<file path="src/rtl/vta_mem_pkg.sv">
// Shared constants and FSM encoding for the VME tensor load/store clients.
package vta_mem_pkg;

  localparam int unsigned FIELD_W        = 16;
  localparam int unsigned DRAM_OFF_W     = 32;
  localparam int unsigned SRAM_OFF_LSB   = 9;
  localparam int unsigned DRAM_OFF_LSB   = 25;
  localparam int unsigned Y_SIZE_LSB     = 57;
  localparam int unsigned X_SIZE_LSB     = 73;
  localparam int unsigned X_STRIDE_LSB   = 89;

  localparam int unsigned TENSOR_BYTES     = 16;
  localparam int unsigned BEATS_PER_TENSOR = 2;
  localparam int unsigned MAX_BEATS        = 256;
  localparam int unsigned MAX_CHUNK        = MAX_BEATS / BEATS_PER_TENSOR;

  typedef enum logic [2:0] {StIdle, StCmd, StData, StAck, StDone} store_state_e;

endpackage

</file>
<file path="src/rtl/tensor_beat_splitter.sv">
// One-tensor buffer: captures a scratchpad read and emits it as two VME beats,
// low half first.
module tensor_beat_splitter import vta_mem_pkg::*; #(
  parameter int unsigned TENSOR_BITS = 128,
  parameter int unsigned BEAT_BITS   = TENSOR_BITS / BEATS_PER_TENSOR
) (
  input  logic                   clock,
  input  logic                   reset,
  input  logic                   rd_issue,
  input  logic                   rd_data_valid,
  input  logic [TENSOR_BITS-1:0] rd_data,
  output logic                   can_read,
  output logic                   beat_valid,
  output logic [BEAT_BITS-1:0]   beat_data,
  input  logic                   beat_ready
);

  logic [TENSOR_BITS-1:0] buf_q;
  logic                   full_q;
  logic                   hi_q;
  logic                   pend_q;
  logic                   beat_fire;

  assign beat_valid = full_q;
  assign beat_data  = hi_q ? buf_q[TENSOR_BITS-1 -: BEAT_BITS] : buf_q[BEAT_BITS-1:0];
  assign beat_fire  = full_q && beat_ready;
  // Buffer counts as free while its last beat leaves, so the next read overlaps it.
  assign can_read   = !pend_q && (!full_q || (hi_q && beat_ready));

  always_ff @(posedge clock or posedge reset) begin
    if (reset) begin
      buf_q  <= '0;
      full_q <= 1'b0;
      hi_q   <= 1'b0;
      pend_q <= 1'b0;
    end else begin
      if (rd_issue) begin
        pend_q <= 1'b1;
      end else if (rd_data_valid) begin
        pend_q <= 1'b0;
      end
      if (pend_q && rd_data_valid) begin
        buf_q  <= rd_data;
        full_q <= 1'b1;
        hi_q   <= 1'b0;
      end else if (beat_fire) begin
        if (hi_q) full_q <= 1'b0;
        hi_q <= !hi_q;
      end
    end
  end

endmodule

</file>
<file path="src/rtl/tensor_store_out.sv">
// VME write client: walks a 2-D region of the output scratchpad and stores it
// to DRAM as bursts of 64-bit beats, one burst in flight at a time.
module tensor_store_out import vta_mem_pkg::*; #(
  parameter int unsigned TENSOR_BITS = 128,
  parameter int unsigned BEAT_BITS   = 64,
  parameter int unsigned IDX_BITS    = 11
) (
  input  logic                   clock,
  input  logic                   reset,
  input  logic                   io_start,
  output logic                   io_done,
  input  logic [127:0]           io_inst,
  input  logic [31:0]            io_baddr,
  input  logic                   io_vme_wr_cmd_ready,
  output logic                   io_vme_wr_cmd_valid,
  output logic [31:0]            io_vme_wr_cmd_bits_addr,
  output logic [7:0]             io_vme_wr_cmd_bits_len,
  input  logic                   io_vme_wr_data_ready,
  output logic                   io_vme_wr_data_valid,
  output logic [BEAT_BITS-1:0]   io_vme_wr_data_bits_data,
  output logic [BEAT_BITS/8-1:0] io_vme_wr_data_bits_strb,
  input  logic                   io_vme_wr_ack,
  output logic                   io_tensor_rd_idx_valid,
  output logic [IDX_BITS-1:0]    io_tensor_rd_idx_bits,
  input  logic                   io_tensor_rd_data_valid,
  input  logic [TENSOR_BITS-1:0] io_tensor_rd_data_bits
);

  store_state_e state_q, state_d;

  logic [FIELD_W-1:0]    sram_off_q, y_size_q, x_size_q, x_stride_q, x_q, y_q;
  logic [DRAM_OFF_W-1:0] dram_off_q;
  logic [7:0]            rd_cnt_q;
  logic [9:0]            beat_cnt_q;

  logic [FIELD_W-1:0]   remain, x_next;
  logic [8:0]           chunk;
  logic [9:0]           burst_beats;
  logic [31:0]          tensor_off;
  logic [IDX_BITS-1:0]  rd_idx;
  logic                 can_read, rd_issue, beat_valid, beat_ready, beat_fire;
  logic                 last_beat, row_end, zero_size;
  logic [BEAT_BITS-1:0] beat_data;
  logic                 unused_inst;

  assign unused_inst = ^{io_inst[SRAM_OFF_LSB-1:0], io_inst[127:X_STRIDE_LSB+FIELD_W]};

  assign remain      = x_size_q - x_q;
  assign chunk       = (remain > 16'(MAX_CHUNK)) ? 9'(MAX_CHUNK) : 9'(remain);
  assign burst_beats = {chunk, 1'b0};
  assign x_next      = x_q + 16'(chunk);
  assign row_end     = (x_next == x_size_q);
  assign zero_size   = (io_inst[X_SIZE_LSB +: FIELD_W] == '0) ||
                       (io_inst[Y_SIZE_LSB +: FIELD_W] == '0);

  assign tensor_off = dram_off_q + ({16'b0, y_q} * {16'b0, x_stride_q}) + {16'b0, x_q};
  // Index arithmetic is modulo the scratchpad depth, so truncate every term.
  assign rd_idx = IDX_BITS'(sram_off_q) + IDX_BITS'(y_q * x_size_q) + IDX_BITS'(x_q) +
                  IDX_BITS'(rd_cnt_q);

  assign rd_issue   = (state_q == StData) && can_read && ({1'b0, rd_cnt_q} < chunk);
  assign beat_ready = (state_q == StData) && io_vme_wr_data_ready;
  assign beat_fire  = io_vme_wr_data_valid && io_vme_wr_data_ready;
  assign last_beat  = (beat_cnt_q == burst_beats - 10'd1);

  assign io_vme_wr_cmd_bits_addr  = io_vme_wr_cmd_valid ?
                                    io_baddr + (tensor_off << $clog2(TENSOR_BYTES)) : '0;
  assign io_vme_wr_cmd_bits_len   = io_vme_wr_cmd_valid ? 8'(burst_beats - 10'd1) : '0;
  assign io_vme_wr_data_valid     = (state_q == StData) && beat_valid;
  assign io_vme_wr_data_bits_data = io_vme_wr_data_valid ? beat_data : '0;
  assign io_vme_wr_data_bits_strb = {(BEAT_BITS/8){io_vme_wr_data_valid}};
  assign io_tensor_rd_idx_valid   = rd_issue;
  assign io_tensor_rd_idx_bits    = rd_issue ? rd_idx : '0;

  tensor_beat_splitter #(
    .TENSOR_BITS (TENSOR_BITS),
    .BEAT_BITS   (BEAT_BITS)
  ) u_splitter (
    .clock         (clock),
    .reset         (reset),
    .rd_issue      (rd_issue),
    .rd_data_valid (io_tensor_rd_data_valid),
    .rd_data       (io_tensor_rd_data_bits),
    .can_read      (can_read),
    .beat_valid    (beat_valid),
    .beat_data     (beat_data),
    .beat_ready    (beat_ready)
  );

  always_comb begin
    state_d             = state_q;
    io_done             = 1'b0;
    io_vme_wr_cmd_valid = 1'b0;
    unique case (state_q)
      StIdle: if (io_start) state_d = zero_size ? StDone : StCmd;
      StCmd: begin
        io_vme_wr_cmd_valid = 1'b1;
        if (io_vme_wr_cmd_ready) state_d = StData;
      end
      StData: if (beat_fire && last_beat) state_d = StAck;
      StAck: begin
        if (io_vme_wr_ack) begin
          state_d = (row_end && (y_q + 16'd1 == y_size_q)) ? StDone : StCmd;
        end
      end
      StDone: begin
        io_done = 1'b1;
        state_d = StIdle;
      end
      default: state_d = StIdle;
    endcase
  end

  always_ff @(posedge clock or posedge reset) begin
    if (reset) begin
      state_q    <= StIdle;
      sram_off_q <= '0;
      dram_off_q <= '0;
      y_size_q   <= '0;
      x_size_q   <= '0;
      x_stride_q <= '0;
      x_q        <= '0;
      y_q        <= '0;
      rd_cnt_q   <= '0;
      beat_cnt_q <= '0;
    end else begin
      state_q <= state_d;
      if (state_q == StIdle && io_start) begin
        sram_off_q <= io_inst[SRAM_OFF_LSB +: FIELD_W];
        dram_off_q <= io_inst[DRAM_OFF_LSB +: DRAM_OFF_W];
        y_size_q   <= io_inst[Y_SIZE_LSB +: FIELD_W];
        x_size_q   <= io_inst[X_SIZE_LSB +: FIELD_W];
        x_stride_q <= io_inst[X_STRIDE_LSB +: FIELD_W];
        x_q        <= '0;
        y_q        <= '0;
      end
      if (state_q == StCmd) begin
        rd_cnt_q   <= '0;
        beat_cnt_q <= '0;
      end
      if (rd_issue) rd_cnt_q <= rd_cnt_q + 8'd1;
      if (beat_fire) beat_cnt_q <= beat_cnt_q + 10'd1;
      if (state_q == StAck && io_vme_wr_ack) begin
        if (row_end) begin
          x_q <= '0;
          y_q <= y_q + 16'd1;
        end else begin
          x_q <= x_next;
        end
      end
    end
  end

endmodule
</file>
<file path="config.mk">
export PLATFORM = sky130hd
export DESIGN_NAME = tensor_store_out
export DESIGN_NICKNAME = d
export VERILOG_FILES = /design/src/rtl/vta_mem_pkg.sv /design/src/rtl/tensor_beat_splitter.sv /design/src/rtl/tensor_store_out.sv
export SDC_FILE = /design/constraint.sdc
export NUM_CORES = 2
export LEC_CHECK = 0
export ABC_CLOCK_PERIOD_IN_PS = 20400
export BUFFER_PORTS_ARGS = -buffer_cell sky130_fd_sc_hd__buf_2
export CORE_MARGIN = 3
export CORE_UTILIZATION = 30
export CTS_BUF_LIST = sky130_fd_sc_hd__clkbuf_4 sky130_fd_sc_hd__clkbuf_8
export DETAILED_ROUTE_END_ITERATION = 10
export GPL_TIMING_DRIVEN = 0
export PLACE_DENSITY_LB_ADDON = 0.12
export SYNTH_ARGS = -nofsm -noshare
export SYNTH_HDL_FRONTEND = slang
export SYNTH_SLANG_ARGS = --single-unit
</file>
<file path="constraint.sdc">
create_clock -name clock -period 20.4 [get_ports clock]
set_clock_uncertainty 0.2 [all_clocks]
set_input_delay 3.06 -clock clock [delete_from_list [all_inputs] [get_ports clock]]
set_output_delay 3.06 -clock clock [all_outputs]
set_load 0.005 [all_outputs]
</file>
==> metrics.txt <==
status=finished clean; CP max stage cell=o41ai_1; first-pass GRT wire length=142000 µm; GRT Total Usage=19.6%; Final Cycle Share=66.3%; Die Area=95700 µm²; Critical Path RT=17.14 ns; cell taking the most area after synthesis=dfrtp_1; WP data arrival=10.27 ns; setup TNS=0 ns; H-tree depth=2; Initial Util=30.5%; CTS root buffer=clkbuf_8; Setup Fix Bufs, Post-CTS=0; Fillers=9518; crit end category=output pin; largest cells by area after synthesis=dfrtp_1, fa_1, ha_1; final worst slack=6.87 ns; largest net degree at the start of global routing=97; GRT overflow=0; most used cell along the critical path=fa_1; CTS clk-pin slew, worst paths=0.06 ns; Mean Syn Cell Area=9.42 µm²; sequential fraction of the synthesis area=24.6%; vias in the first global route=23000; Final ANT Viol Nets=0; top_reg_cell synth=dfrtp_1; Hold Crit Class=reg2reg; Crit path largest cell delay=0.86 ns; Mapped Area=27600 µm²; routed len/inst=19.9 µm; endpoints failing hold=0; Crit Path Category=reg2out; maxcap violations=0; cts hold-fix bufs=0; setup violators final=0; Worst-Skew Late Latency=0.72 ns; clock buffer depth=3; Critical Path Source Type=flop; port bufs=380; Yosys top cell area share=24.6%; Leakage=0.0157 µW; post-CTS sizing=0; P&R area growth vs syn=17.2%; 1st-iter DRT viols=992; DRT Pass-1 Iters=5; Seq cells post-synth=271; P per Cell Area=111 nW/µm²; final wirelength=91800 µm; Synth cell types=95; synthesized netlist cell count=2931; initial antenna violation count=33; Tot Pwr=3590 µW; Placed Cells=4490; syn_nets=3693; critical-path maximum fanout=10; CORE AREA=90600 µm²; RD Place Congestion=0.825; num ports=422; Slew @ Worst Pin=1.28 ns; CTS Sinks=271; Post-synth EDFFs=0; TritonCTS clock tree=yes; Die Y=309 µm; final std cells w/o fill=4607; Die W=309 µm; routed vias=21500; via/cell ratio=4.66; ys async rst share=100%; Worst VDD drop=0.0000631 V; fin. max-slew vios=0; share of post-route cells with drive strength above 1=21.3%; Ys Warns=0; Site Rows=110; unrepaired setup endpoints after global routing=no; post-DP HPWL=75100 µm; Max Freq=73.9 MHz; CTS Buf Count=57; Slew headroom=14.4%; # DRC=0; Final min period=13.53 ns; Place WS=7.56 ns; final net count=4135
## sequential cells by signal (all words and copies together) (netlist names), 3 cells and up
name              cells
y_q                  16
y_size_q             16
x_size_q             16
dram_off_q           28
x_stride_q           16
sram_off_q           11
state_q               3
rd_cnt_q              8
x_q                  16
beat_cnt_q           10
u_splitter.buf_q    128
## worst max-delay path: cells and delay by family, from the launching register on
kind,cells,cell delay [ns]
adder cells (fa/ha/maj),8,3.65
XOR/XNOR,1,0.12
AO/OA/AOI/OAI,9,2.82
flip-flops,1,0.50
AND/OR/NAND/NOR,7,1.00
buffers and inverters,6,1.47
## layout by cell type, fill, tap and decap left out, types with 7 or more instances in the layout
master / instances
o21ai_0: 120
inv_1: 467
nand3_1: 42
clkbuf_1: 111
a211oi_1: 13
clkbuf_8: 70
o21a_1: 9
nor2_1: 183
o21bai_1: 15
a21o_1: 22
nor2b_1: 13
fa_1: 288
xor2_1: 39
o21ai_1: 7
mux2_2: 192
buf_1: 7
buf_4: 10
dfrtp_1: 271
and2_1: 154
clkbuf_4: 19
or3_1: 10
a31oi_1: 7
xnor2_1: 116
a21oi_1: 67
nand4_1: 18
nand2_1: 274
nor4_1: 13
and3_1: 31
diode_2: 16
nor3_1: 32
ha_1: 179
buf_2: 387
mux2i_1: 67
o31ai_1: 15
nand2b_1: 23
## metal layers
layer / wire length [µm] / GRT usage (%)
met3: 6170 / 5.23
met5: 201 / 0
met2: 41500 / 31.6
met4: 2560 / 5.22
met1: 41400 / 26.0
## power by group
group	internal [µW]	total [µW]	switching, µW
clock network	370	652	282
registers	766	954	188
logic	846	1980	1140
total	1980	3590	1610
## final timing paths
| kind | start | end | slack [ns] | cells past startpoint |
|---|---|---|---|---|
| setup / recovery | y_q[8] | io_vme_wr_cmd_bits_addr[31] | 6.87 | 31 |
| hold / removal | u_splitter.buf_q[33] | u_splitter.buf_q[33] | 0.30 | 1 |
| setup reg to reg | x_size_q[1] | state_q[2] | 12.40 | 25 |
| hold reg to reg | u_splitter.buf_q[33] | u_splitter.buf_q[33] | 0.30 | 1 |
| max in group asynchronous | reset | rd_cnt_q[0] | 16.64 | 4 |
| min in group asynchronous | reset | dram_off_q[17] | 2.08 | 2 |
## per-stage QoR
stage                     util (%)  instance area, µm²  hold slack [ns]
after floorplan                  -               27600            0.259
after global placement        34.2               31000            0.287
after detailed placement      34.3               31100            0.291
after CTS                     35.7               32300            0.304
after global routing          35.7               32300            0.315
final                         35.7               32300            0.301
## area by class of cell
class                   instances  area, µm²  share of cell area (%)
clock buffers                  89       1110                    3.42
clock inverters                12        136                   0.422
inverters                     469       1770                    5.47
repair buffers                383       1980                    6.14
diodes                         16       40.0                   0.124
well taps                    1176       1470                    4.55
multi-input cells            2050      18400                    57.0
flip-flops and latches        271       6780                    21.0
plain buffers                 141        623                    1.93
## cells in the mapped netlist, types with 15 or more instances
master / instances
and3_1: 31
xor2_1: 39
nor3_1: 32
nand2_1: 274
xnor2_1: 116
dfrtp_1: 271
nand2b_1: 23
and2_1: 154
fa_1: 288
o31ai_1: 15
o21ai_0: 120
a21oi_1: 67
clkbuf_1: 111
a21o_1: 22
nor2_1: 183
ha_1: 179
mux2i_1: 67
nand4_1: 18
mux2_2: 192
inv_1: 468
o21bai_1: 15
nand3_1: 42
## cells by family after synthesis
family | after synthesis | share of synthesized area (%)
other | 1 | 0.0136
and+or+nand+nor | 824 | 14.5
muxes | 259 | 10.3
buffers and inverters | 610 | 8.64
DFF | 271 | 24.6
adders and majority gates | 467 | 29.0
AOI/OAI and AO/OA | 341 | 7.88
xor gates and xnor gates | 158 | 5.15
(Power assumes the default switching activity.)
